[config.mk]
export PLATFORM = sky130hd
export DESIGN_NAME = prog_oscillator
export DESIGN_NICKNAME = d
export VERILOG_FILES = /design/src/rtl/prog_oscillator.sv
export SDC_FILE = /design/constraint.sdc
export NUM_CORES = 1
export LEC_CHECK = 0
export CELL_PAD_IN_SITES_DETAIL_PLACEMENT = 2
export CELL_PAD_IN_SITES_GLOBAL_PLACEMENT = 2
export CORE_MARGIN = 4
export CORE_UTILIZATION = 36
export CTS_CLUSTER_SIZE = 20
export DETAILED_ROUTE_END_ITERATION = 8
export PLACE_DENSITY_LB_ADDON = 0.1
export SLEW_MARGIN = 20
export SYNTH_ARGS = -nofsm -noshare
export SYNTH_HDL_FRONTEND = slang
export SYNTH_SLANG_ARGS = --single-unit
export TNS_END_PERCENT = 100
[constraint.sdc]
create_clock -name clk -period 4.25 [get_ports clk]
set_clock_uncertainty 0.1 [all_clocks]
set_input_delay 0.85 -clock clk [delete_from_list [all_inputs] [get_ports clk]]
set_output_delay 0.85 -clock clk [all_outputs]
set_load 0.1 [all_outputs]
[src/rtl/prog_oscillator.sv]
// prog_oscillator: synchronous programmable square-wave oscillator.
//
// Period and high time are programmed through shadow registers (load strobe) and only take
// effect when the oscillator starts or crosses a period boundary, so the waveform never
// changes mid-period. Runs continuously while enable is high, or in burst mode emits a fixed
// number of periods and then holds until enable is released.
//
// Ports:
//   clk        rising-edge clock
//   reset      synchronous, active-high reset
//   enable     run request (level)
//   load       1-cycle strobe capturing period_in/high_in/burst_in/mode into shadow regs
//   period_in  period in clocks (<2 treated as 2)
//   high_in    high clocks per period (0 => always low, >= period => always high)
//   burst_in   periods per burst (0 treated as 1)
//   mode       0 = continuous, 1 = burst
//   out        registered oscillator output
//   running    high while in RUN or DRAIN
//   tick       1-cycle pulse on the first clock of each period
//   done       1-cycle pulse when returning to IDLE/HOLD
module prog_oscillator #(
  parameter int unsigned CNT_W      = 16,
  parameter int unsigned BURST_W    = 8,
  parameter int unsigned DEF_PERIOD = 10,
  parameter int unsigned DEF_HIGH   = 5
) (
  input  logic               clk,
  input  logic               reset,
  input  logic               enable,
  input  logic               load,
  input  logic [CNT_W-1:0]   period_in,
  input  logic [CNT_W-1:0]   high_in,
  input  logic [BURST_W-1:0] burst_in,
  input  logic               mode,
  output logic               out,
  output logic               running,
  output logic               tick,
  output logic               done
);

  typedef enum logic [1:0] {StIdle, StRun, StDrain, StHold} state_e;

  state_e state_q, state_d;

  // Shadow (programmed) registers, raw values
  logic [CNT_W-1:0]   sh_period_q, sh_period_d;
  logic [CNT_W-1:0]   sh_high_q, sh_high_d;
  logic [BURST_W-1:0] sh_burst_q, sh_burst_d;
  logic               sh_mode_q, sh_mode_d;

  // Active registers, already clamped
  logic [CNT_W-1:0]   period_q, period_d;
  logic [CNT_W-1:0]   high_q, high_d;
  logic               mode_q, mode_d;

  logic [CNT_W-1:0]   phase_q, phase_d;
  logic [BURST_W-1:0] bcnt_q, bcnt_d;
  logic               out_q, out_d;
  logic               tick_q, tick_d;
  logic               done_q, done_d;

  logic [CNT_W-1:0]   cl_period, cl_high, phase_nxt;
  logic [BURST_W-1:0] cl_burst;
  logic               in_run, at_boundary, burst_last, restart;

  // Clamping happens on the way from shadow to active
  assign cl_period = (sh_period_q < CNT_W'(2)) ? CNT_W'(2) : sh_period_q;
  assign cl_high   = (sh_high_q > cl_period) ? cl_period : sh_high_q;
  assign cl_burst  = (sh_burst_q == '0) ? BURST_W'(1) : sh_burst_q;

  assign in_run      = (state_q == StRun) || (state_q == StDrain);
  assign at_boundary = (phase_q == period_q - CNT_W'(1));
  assign phase_nxt   = phase_q + CNT_W'(1);
  assign burst_last  = mode_q && (bcnt_q == '0);

  // A new period starts either from IDLE or at a boundary that keeps running
  assign restart = ((state_q == StIdle) && enable) ||
                   (in_run && at_boundary && enable && !burst_last);

  // State register (and all other flops)
  always_ff @(posedge clk) begin
    if (reset) begin
      state_q     <= StIdle;
      sh_period_q <= CNT_W'(DEF_PERIOD);
      sh_high_q   <= CNT_W'(DEF_HIGH);
      sh_burst_q  <= BURST_W'(1);
      sh_mode_q   <= 1'b0;
      period_q    <= CNT_W'(DEF_PERIOD);
      high_q      <= CNT_W'(DEF_HIGH);
      mode_q      <= 1'b0;
      phase_q     <= '0;
      bcnt_q      <= '0;
      out_q       <= 1'b0;
      tick_q      <= 1'b0;
      done_q      <= 1'b0;
    end else begin
      state_q     <= state_d;
      sh_period_q <= sh_period_d;
      sh_high_q   <= sh_high_d;
      sh_burst_q  <= sh_burst_d;
      sh_mode_q   <= sh_mode_d;
      period_q    <= period_d;
      high_q      <= high_d;
      mode_q      <= mode_d;
      phase_q     <= phase_d;
      bcnt_q      <= bcnt_d;
      out_q       <= out_d;
      tick_q      <= tick_d;
      done_q      <= done_d;
    end
  end

  // Next-state logic
  always_comb begin
    state_d = state_q;
    unique case (state_q)
      StIdle: begin
        if (enable) state_d = StRun;
      end
      StRun, StDrain: begin
        if (at_boundary) begin
          if (!enable)        state_d = StIdle;
          else if (burst_last) state_d = StHold;
          else                 state_d = StRun;
        end else begin
          // DRAIN finishes the current period; re-enable returns to RUN seamlessly
          state_d = enable ? StRun : StDrain;
        end
      end
      StHold: begin
        if (!enable) state_d = StIdle;
      end
      default: state_d = StIdle;
    endcase
  end

  // Datapath next-state: shadow capture, active copy, phase/burst counters, registered outputs
  always_comb begin
    sh_period_d = sh_period_q;
    sh_high_d   = sh_high_q;
    sh_burst_d  = sh_burst_q;
    sh_mode_d   = sh_mode_q;
    period_d    = period_q;
    high_d      = high_q;
    mode_d      = mode_q;
    phase_d     = phase_q;
    bcnt_d      = bcnt_q;
    out_d       = 1'b0;
    tick_d      = 1'b0;
    done_d      = 1'b0;

    // The copy below reads the old shadow values, so a load coinciding with a boundary
    // only takes effect one period later.
    if (load) begin
      sh_period_d = period_in;
      sh_high_d   = high_in;
      sh_burst_d  = burst_in;
      sh_mode_d   = mode;
    end

    if (restart) begin
      period_d = cl_period;
      high_d   = cl_high;
      mode_d   = sh_mode_q;
      phase_d  = '0;
      tick_d   = 1'b1;
      out_d    = (cl_high != '0);
      // Continue an ongoing burst; anything else starts a fresh burst count
      bcnt_d   = (in_run && mode_q) ? bcnt_q - BURST_W'(1) : cl_burst - BURST_W'(1);
    end else if (in_run && !at_boundary) begin
      phase_d = phase_nxt;
      out_d   = (phase_nxt < high_q);
    end else if (in_run) begin
      phase_d = '0;
      done_d  = 1'b1;
    end
  end

  // Output logic
  always_comb begin
    running = in_run;
    out     = out_q;
    tick    = tick_q;
    done    = done_q;
  end

endmodule

==> reports/results.tsv <==
metric	value	unit
status	completed	
H-tree depth	3	
most frequent cell after synthesis	dfxtp_1	
Layout Nets	807	
worst path bufs/invs	2	
clock sinks	103	
Avg Cell Area, Syn	8.395	um2
Tot Pwr	2448	uW
uppermost layer routed	met4	
clk root buf	clkbuf_16	
register area share after synthesis	35.19	%
routability congestion estimate	0.8622	
initial antenna violation count	0	
slowest stage delay, CP	530	ps
post-synth top area share	35.19	%
hpwl dp	14290	um
DR iter-0 viols	175	
DIE HEIGHT	135.6	um
actual slew at the worst max-slew pin	966.7	ps
Max-Cap Viols	0	
final design utilization	42.84	%
IO buf count	48	
Core Area	15940	um2
Commonest cells post-synth	dfxtp_1 (103), nor2_1 (81), nand2_1 (70)	
area of the die	18380	um2
gr ovfl total	0	
Synth area leader	dfxtp_1	
Distinct cells, synth	56	
Via density	5.441	
yosys warns	0	
Post-synth EDFFs	0	
CP Capture Type	register	
Synth Register Bits	103	
total met2 wirelength after detailed routing	9066	um
CTS Buf Count	9	
Leak	0.002717	uW
endpoints failing setup	0	
Pwr Density	358.3	nW/um2
clk slew on worst S/H paths	70	ps
post-cts sizing count	0	
Clock Path Buffers	2	
Top Family by Delay on Critical Path	simple AND/OR/NAND/NOR gates	
routed vias	5153	
CP Data Required Time	4410	ps
CTS tree	yes	
Fin. Hold Viols	0	
Fmax achieved	0.2896	GHz
cells along the critical path	inv_1 -> ha_1 -> nor4b_1 -> nand3_1 -> xnor2_1 -> nand4_1 -> nor4_2 -> o21a_1 -> buf_12 -> nor2_1 -> a211oi_1	
layout cells sized above 1	5.609	%
largest net degree at the start of global routing	78	
synth top area cells	dfxtp_1 (35%), mux2i_1 (9.9%), ha_1 (7.7%)	
ys async rst share	0	%
synthesis-to-layout area growth	16.57	%
synthesized area	5859	um2
ys flop type	dfxtp_1	
Final Max Slew Viols	0	
Post-Syn Nets	779	
First-pass DRT Iterations	4	
WL/cell	19.38	um
Setup Crit Path Kind	reg2reg	
vias in the first global route	5478	
post-route ant nets	0	
Clk Latency, worst-skew pair	360	ps
first-pass GRT wire length	30040	um
fin crit share	81.24	%
hold_buf cts	0	
crit path DAT	3610	ps
type of the worst min-delay path	reg2reg	
gr usage total	20.77	%
Initial Util	36.75	%
Crit Path Max Fanout	50	
final WL	18360	um
Die Wd	135.6	um
row cnt	46	
Rel. slew slack	35.35	%
min cycle time layout	3453	ps
Crit-path slowest cell	nor4_2	
DR DRC count	0	
total negative slack	0	ps
total setup buffers inserted after CTS	0	
cell count after synthesis	698	
crit path launch type	register	
met1 WL	8594	um
RSZ-0062 raised after global routing	false	
Worst VDD drop	0.2239	mV
met3 wire length	380	um
number of diodes	0	
io pins	49	
==> final timing paths <==
check | from | to | slack, ps | depth (start not counted)
setup reg to reg | period_q[0] | high_q[7] | 800 | 11
setup / recovery | period_q[0] | high_q[7] | 800 | 11
hold / removal | period_q[15] | period_q[15] | 380 | 2
hold reg to reg | period_q[15] | period_q[15] | 380 | 2
==> layer usage <==
layer	up-vias	global-route usage, %
li1	2519	-
met1	2558	26.55
met2	57	36.37
met3	19	3.046
met4	0	5.879
met5	-	0
==> sequential cells by signal (all words and copies together), names as in the netlist <==
register / cells
high_q: 16
period_q: 16
phase_q: 16
sh_high_q: 16
sh_period_q: 16
bcnt_q: 8
sh_burst_q: 8
state_q: 2
done: 1
mode_q: 1
out: 1
sh_mode_q: 1
tick: 1
==> kinds of logic (layout without fill, tap and decap cells) <==
| logic type | Yosys count | in the layout | share of synthesized area, % |
|---|---|---|---|
| DFF | 103 | 103 | 35.19 |
| AOI/OAI and AO/OA | 131 | 131 | 14.63 |
| buffers and inverters | 77 | 110 | 5.295 |
| adders and majority gates | 36 | 36 | 7.687 |
| muxes | 60 | 60 | 10.29 |
| and+or+nand+nor | 255 | 255 | 21.52 |
| xor gates and xnor gates | 36 | 36 | 5.381 |
==> through the flow <==
step,cell area [um2],instances,worst slack [ps],hold slack (ps)
floorplan,5859,698,1015,331.2
global placement,6510,931,945.3,371.3
detailed placement,6510,931,831.2,379.7
CTS,6828,947,773.6,389.7
global route,6830,947,551.1,417.5
finish,6830,947,797.4,382.5
==> cell usage in the layout, fill, tap and decap left out, types with 2 or more instances in the layout <==
cell             count
dfxtp_1            103
nor2_1              81
nand2_1             70
mux2i_1             58
a21oi_1             46
clkdlybuf4s50_1     45
inv_1               37
ha_1                36
xnor2_1             26
a211oi_1            22
nand3_1             16
o21ai_0             14
nor4_1              14
nand4_1             12
o211ai_1            10
and3_1              10
xor2_1              10
nand3b_1            10
nor3_1               9
a21o_1               9
clkbuf_16            9
buf_4                9
nor2b_1              8
nand2b_1             5
a22oi_1              5
or3_1                4
nor4_2               4
a21boi_0             3
o22ai_1              2
a41oi_1              2
and2_1               2
nor3b_1              2
nor4b_1              2
o21ai_1              2
o31ai_1              2
o2111ai_1            2
o21a_1               2
==> worst register-to-register path, cell delays in order, from the launching register on <==
cell and delay, ps:
dfxtp_1 360, inv_1 80, ha_1 230, nor4b_1 470, nand3_1 180, xnor2_1 190, nand4_1 230, nor4_2 530
o21a_1 340, buf_12 250, nor2_1 140, a211oi_1 260
==> where the power goes <==
part / switching (uW) / total [uW] / internal, uW
Combinational: 277 / 472 / 195
Clock: 400 / 884 / 483
Sequential: 70.5 / 1090 / 1020
==> area by class of cell <==
type	count	area (um2)
fill	1763	9112
tap	216	270.3
inverter	38	142.6
multi-input combinational	518	3495
sequential	103	2062
timing repair buffer	56	543.0
clock inverter	6	78.83
clock buffer	10	239.0
Note: power is estimated with default switching activity, not from simulation.
